--- config.mk ---
export PLATFORM = sky130hd
export DESIGN_NAME = arm_mem_access_unit
export DESIGN_NICKNAME = d
export VERILOG_FILES = /design/src/rtl/arm_mem_access_unit.sv
export SDC_FILE = /design/constraint.sdc
export NUM_CORES = 1
export LEC_CHECK = 0
export CORE_ASPECT_RATIO = 1.2
export CORE_MARGIN = 5
export CORE_UTILIZATION = 38
export DETAILED_ROUTE_END_ITERATION = 6
export PLACE_DENSITY_LB_ADDON = 0.1
export SKIP_LAST_GASP = 1
export SLEW_MARGIN = 20
export SYNTH_ARGS = -nofsm -noshare
export SYNTH_HDL_FRONTEND = slang
export SYNTH_SLANG_ARGS = --single-unit
--- constraint.sdc ---
create_clock -name clk -period 5.8 [get_ports clk]
set_input_delay 1.74 -clock clk [delete_from_list [all_inputs] [get_ports clk]]
set_output_delay 1.74 -clock clk [all_outputs]
set_load 0.01 [all_outputs]
--- src/rtl/arm_mem_access_unit.sv ---
// Memory stage with a req/ack port: stalls the pipeline until the access completes,
// positions store/load bytes on lanes, detects misalignment/timeouts and holds MEM/WB.
module arm_mem_access_unit #(
  parameter int DATA_W       = 32,
  parameter int ADDR_W       = 32,
  parameter int LANE_REVERSE = 1,
  parameter int MAX_WAIT     = 15
) (
  input  logic                              clk,
  input  logic                              rst,
  input  logic                              ex_valid,
  input  logic [ADDR_W-1:0]                 ex_result,
  input  logic [DATA_W-1:0]                 ex_store_data,
  input  logic                              ex_is_load,
  input  logic                              ex_is_store,
  input  logic [1:0]                        ex_size,
  input  logic                              ex_signed,
  input  logic                              ex_rd_we,
  input  logic                              ex_rd_sel,
  input  logic                              ex_halted,
  input  logic [3:0]                        ex_rd_num,
  output logic                              mem_req,
  output logic [ADDR_W-$clog2(DATA_W/8)-1:0] mem_addr,
  output logic [DATA_W/8-1:0]               mem_we,
  output logic [DATA_W-1:0]                 mem_wdata,
  input  logic [DATA_W-1:0]                 mem_rdata,
  input  logic                              mem_ack,
  input  logic                              mem_err,
  output logic                              stall,
  output logic                              fwd_valid,
  output logic [3:0]                        fwd_rd_num,
  output logic [DATA_W-1:0]                 fwd_data,
  output logic                              wb_valid,
  output logic                              wb_rd_we,
  output logic                              wb_rd_sel,
  output logic                              wb_halted,
  output logic [3:0]                        wb_rd_num,
  output logic [DATA_W-1:0]                 wb_load_data,
  output logic [DATA_W-1:0]                 wb_alu_data,
  output logic [1:0]                        wb_fault
);
  localparam int NB = DATA_W / 8;
  localparam int OW = $clog2(NB);
  localparam int CW = $clog2(MAX_WAIT + 1);

  typedef enum logic {S_IDLE, S_WAIT} state_t;
  state_t state, state_n;
  logic [CW-1:0] cnt, cnt_n;

  logic mem_op, mis, aligned_op, load_ok, sbit;
  logic [1:0] fault;
  logic [NB-1:0] we_raw;
  logic [DATA_W-1:0] wdata_raw, ld_raw, ld_ext, alu_ext;
  int unsigned kk, nbytes, lane;

  assign mem_op     = ex_valid & (ex_is_load | ex_is_store);
  assign aligned_op = mem_op & ~mis;
  assign alu_ext    = DATA_W'(ex_result);
  assign mem_addr   = ex_result[ADDR_W-1:OW];

  always_comb begin
    mis = 1'b0;
    case (ex_size)
      2'b01: mis = ex_result[0];
      2'b10: mis = |ex_result[1:0];
      2'b11: mis = (DATA_W == 32) ? 1'b1 : |ex_result[2:0];
      default: mis = 1'b0;
    endcase
  end

  // Byte j of the access window maps to lane L(j); access byte (j-k) is the data byte.
  always_comb begin
    we_raw    = '0;
    wdata_raw = '0;
    ld_raw    = '0;
    ld_ext    = '0;
    sbit      = 1'b0;
    lane      = 0;
    kk        = 32'(ex_result[OW-1:0]);
    nbytes    = 32'd1 << ex_size;
    for (int unsigned j = 0; j < NB; j++) begin
      if (j >= kk && j < kk + nbytes) begin
        lane = (LANE_REVERSE != 0) ? (NB - 1 - j) : j;
        we_raw[lane]                 = 1'b1;
        wdata_raw[lane*8 +: 8]       = ex_store_data[(j-kk)*8 +: 8];
        ld_raw[(j-kk)*8 +: 8]        = mem_rdata[lane*8 +: 8];
      end
    end
    for (int unsigned b = 0; b < NB; b++)
      if (b + 1 == nbytes) sbit = ld_raw[b*8+7];
    for (int unsigned b = 0; b < NB; b++)
      ld_ext[b*8 +: 8] = (b < nbytes) ? ld_raw[b*8 +: 8] : {8{ex_signed & sbit}};
  end

  always_ff @(posedge clk) begin
    if (rst) begin
      state <= S_IDLE;
      cnt   <= '0;
    end else begin
      state <= state_n;
      cnt   <= cnt_n;
    end
  end

  always_comb begin
    state_n = state;
    cnt_n   = cnt;
    mem_req = 1'b0;
    stall   = 1'b0;
    fault   = 2'b00;
    if (mem_op & mis) begin
      fault = 2'b01;
    end else if (aligned_op) begin
      mem_req = 1'b1;
      if (state == S_IDLE) begin
        if (!mem_ack) begin
          stall   = 1'b1;
          state_n = S_WAIT;
          cnt_n   = CW'(1);
        end
      end else if (mem_ack) begin
        state_n = S_IDLE;
        cnt_n   = '0;
      end else if (cnt == CW'(MAX_WAIT)) begin
        fault   = 2'b11;
        state_n = S_IDLE;
        cnt_n   = '0;
      end else begin
        stall = 1'b1;
        cnt_n = cnt + 1'b1;
      end
      if (mem_ack & mem_err) fault = 2'b10;
    end else begin
      state_n = S_IDLE;
      cnt_n   = '0;
    end
    if (rst) begin
      mem_req = 1'b0;
      stall   = 1'b0;
    end
  end

  assign load_ok    = aligned_op & ex_is_load & mem_ack & ~mem_err;
  assign mem_we     = (mem_req & ex_is_store) ? we_raw : '0;
  assign mem_wdata  = wdata_raw;
  assign fwd_valid  = ex_valid & ex_rd_we & ~stall & (fault == 2'b00) & ~rst;
  assign fwd_rd_num = ex_rd_num;
  assign fwd_data   = ex_is_load ? ld_ext : alu_ext;

  always_ff @(posedge clk) begin
    if (rst) begin
      wb_valid     <= 1'b0;
      wb_rd_we     <= 1'b0;
      wb_rd_sel    <= 1'b0;
      wb_halted    <= 1'b0;
      wb_rd_num    <= '0;
      wb_load_data <= '0;
      wb_alu_data  <= '0;
      wb_fault     <= '0;
    end else if (stall) begin
      wb_valid  <= 1'b0;
      wb_rd_we  <= 1'b0;
      wb_halted <= 1'b0;
      wb_fault  <= '0;
    end else begin
      wb_valid     <= ex_valid;
      wb_rd_we     <= ex_valid & ex_rd_we & (fault == 2'b00);
      wb_rd_sel    <= ex_rd_sel;
      wb_halted    <= ex_valid & ex_halted;
      wb_rd_num    <= ex_rd_num;
      wb_load_data <= load_ok ? ld_ext : '0;
      wb_alu_data  <= alu_ext;
      wb_fault     <= fault;
    end
  end
endmodule

==> results.py <==
metrics = {
    "timing": {
        "finalSetupTns_ns": -2.80,
        "maxSlewViolCount": 0,
        "finClkSkew_ns": 0.00768,
        "setup_slack_ns": -0.166,
        "min_period_ns": 5.97,
        "worstMarginPinSlew_ns": 0.700,
        "hold_slack_ns": 0.450,
        "max_freq_mhz": 168,
        "rsz0062_at_grt": "true",
        "setup_viol": 30,
        "finalHoldViolations": 0,
        "slew_headroom": 0.529,
        "fin_crit_sh": 1.03,
    },
    "place": {
        "dp_slack_ns": -1.06,
        "io_buffer_count": 291,
        "hpwl_um": 20500,
        "gp_congestion": 0.909,
    },
    "worst_hold_path": {
        "hp-start": "wb_rd_num[0]",
        "hold_depth": 2,
        "holdPathEnd": "wb_rd_num[0]",
        "hold_path_class": "reg2reg",
    },
    "finish": {
        "area_growth_pct": 76.8,
        "diodes": 0,
        "fill_cells": 1336,
        "final_nets": 1253,
        "drive_above_1_share": 0.289,
    },
    "clock_network": {
        "clock_sinks": 79,
        "htreeDepth": 3,
        "tritoncts": "yes",
        "cts_buffers": 9,
        "worstSkewPairLatency_ns": 0.34,
        "cts_root_buffer": "clkbuf_16",
        "path_clk_slew_ns": 0.06,
        "cts_buffer_depth": 2,
    },
    "worst_setup_path": {
        "crit_required_ns": 4.06,
        "r2r_slack_ns": 3.56,
        "worstReg2RegStart": "cnt[0]",
        "crit_arrival_ns": 4.23,
        "crit_path_max_incr_delay_ns": 0.42,
        "path_cells": "buf_8 > nand2b_4 > xnor2_4 > ha_4 > nand4bb_1 > buf_6 > buf_6 > a31oi_4 > o21bai_1 > and4b_2 > buf_6 > a222oi_1 > buf_4 > a31oi_4 > buf_6",
        "rr_worst_depth": 6,
        "crit_fanout": 7,
        "cp_slowest_cell": "a222oi_1",
        "path_common_cell": "buf_6",
        "endpoint_kind": "output port",
        "critical_path_buf_inv_count": 6,
        "cp-start-kind": "primary input",
        "r2r-end": "wb_alu_data[23]",
        "critPathKind": "in2out",
        "critical_path.top_delay_family": "buffers and inverters",
    },
    "global_routing": {
        "grt_overflow": 0,
        "grt_start_max_net_pins": 43,
        "grt_pass1_vias": 7299,
        "grt_pass1_wl_um": 40400,
        "grt_use_total": 0.272,
        "grt_antenna_before_repair": 0,
    },
    "floorplan": {
        "rows": 50,
        "dieArea_um2": 18500,
        "start_util": 0.386,
        "die_w_um": 125,
        "die_height_um": 148,
        "core-area_um2": 15600,
        "pin_count": 292,
    },
    "route": {
        "viasPerCell": 5.55,
        "met2_wirelength_um": 13900,
        "drc": 6,
        "wl_per_cell_um": 20.2,
        "route.vias.total": 7441,
        "first_pass_iters": 7,
        "wl_met1_um": 10300,
        "highest_layer": "met4",
        "first_iter_violations": 509,
        "ant_nets": 0,
        "route.met3.wl_um": 2070,
        "drt_wl_total_um": 27100,
    },
    "synth": {
        "syn-cell-area_um2": 6040,
        "synth.distinct_cells": 68,
        "synth_nets": 872,
        "yosysWarnings": 0,
        "synth.ff_latch_count": 79,
        "async_reset_ff_frac": 0,
        "synth_edf_count": 0,
        "postSynthAreaPerCell_um2": 8.07,
        "ys_seq_area_frac": 0.262,
        "synthFlopType": "dfxtp_1",
        "syn_inst": 748,
    },
    "flow_run": {
        "max_cap_violations": 0,
    },
    "power": {
        "power_per_cell_area_nw_per_um2": 164,
        "max-vdd-ir-drop_v": 0.000125,
        "p_leak_nw": 4.27,
    },
    "outcome": {
        "failed_checks": "design-rule violations, negative setup slack",
        "status": "finished with violations",
    },
}
-- worst max path at each step --
stage	to	from	slack [ns]	cells past startpoint
floorplan	fwd_data[14]	ex_size[1]	0.02	10
global placement	fwd_data[10]	ex_size[1]	-1.04	12
detailed placement	fwd_data[5]	ex_size[1]	-1.06	14
CTS	fwd_data[23]	ex_size[1]	-0.14	18
global route	fwd_data[10]	ex_size[1]	-0.25	15
finish	fwd_data[10]	ex_size[1]	-0.17	15
-- cells in the final DEF (no fill, tap or decap), drive strengths merged, types with 22 or more instances in the layout --
cell type      count
a21oi             54
a31oi             31
and2              22
buf              209
clkdlybuf4s50    246
dfxtp             79
inv               24
mux4              24
nand2            119
nor2              61
o21ai             27
-- cells in the mapped netlist, drive strengths merged (2+ instances only) --
cell type	number	share of area
o211a	3	0.0050
a32oi	8	0.012
mux4	24	0.089
nand2	119	0.074
and4b	3	0.0050
a41oi	3	0.0044
o2111ai	3	0.0054
a2111oi	2	0.0091
clkbuf	34	0.021
nor4	5	0.0062
a21oi	54	0.045
nand4	19	0.022
or3	2	0.0021
xnor2	2	0.0029
nor2	61	0.038
o21ai	27	0.022
a31oi	31	0.036
and2	22	0.023
nor2b	9	0.0097
o21bai	2	0.0025
nor3	5	0.0058
o221ai	7	0.010
dfxtp	79	0.26
mux2i	9	0.015
a2bb2oi	8	0.012
o221a	2	0.0037
a222oi	13	0.022
buf	61	0.070
nor3b	3	0.0037
a31o	2	0.0044
and3	12	0.012
inv	22	0.014
o211ai	21	0.028
a22oi	16	0.020
and4	7	0.012
nand2b	3	0.0031
ha	11	0.023
and4bb	2	0.0041
a21o	8	0.0099
nand3	13	0.012
nand4bb	2	0.0037
-- worst reg2reg max path, stage by stage, from the launching register on --
cell and delay, ns:
dfxtp_1 0.35, ha_1 0.25, a41oi_1 0.35, and2_1 0.60, buf_4 0.38, nand2_1 0.10, a21oi_1 0.14
-- logic make-up after synthesis --
family,count (synthesis),synth area share
adders and majority gates,11,0.0228
and+or+nand+nor,289,0.239
DFF,79,0.262
buffers and inverters,117,0.104
AOI/OAI and AO/OA,217,0.264
muxes,33,0.104
xor gates and xnor gates,2,0.00290
-- final cells by class --
cell class	count	area [um2]	share of cell area
tap	208	260	0.0244
clock buffer	9	225	0.0211
clock inverter	6	45.0	0.00422
timing repair buffer	464	4180	0.392
sequential	79	1580	0.148
inverter	22	82.6	0.00774
multi-input combinational	553	4300	0.403
-- report_power, final --
| part | internal (W) | switching (W) |
|---|---|---|
| Clock | 0.000289 | 0.000232 |
| Sequential | 0.000561 | 0.00000859 |
| Combinational | 0.000352 | 0.000307 |
| Total | 0.00120 | 0.000548 |
-- what timing repair did --
item,CTS,global route
gates resized for setup,204,40
pin swaps,45,36
setup buffers,30,15
setup endpoints to repair,63,47
endpoints found under the hold margin,0,0
cloned,3,1
hold buffers,0,0
-- per-layer routing --
metal,track usage,vias to the layer above
met2,0.503,355
met3,0.0614,61
met1,0.302,3503
met4,0.108,0
met5,0,-
li1,-,3522
-- metrics by stage --
| stage | total power (W) | utilization | instance area (um2) | std cells |
|---|---|---|---|---|
| floorplan | 0.000849 | - | 6060 | 748 |
| global placement | 0.00119 | 0.621 | 9710 | 1285 |
| detailed placement | 0.00119 | 0.621 | 9710 | 1285 |
| CTS | 0.00174 | 0.669 | 10500 | 1332 |
| global route | 0.00182 | 0.683 | 10700 | 1341 |
| finish | 0.00175 | 0.683 | 10700 | 1341 |
-- flip-flops by register name (all words and copies together), names as in the netlist --
register / count
cnt: 4
wb_rd_num: 4
state: 1
wb_load_data: 32
wb_valid: 1
wb_halted: 1
wb_rd_we: 1
wb_fault: 2
wb_alu_data: 32
wb_rd_sel: 1
Power figures use the tool's default switching activity.
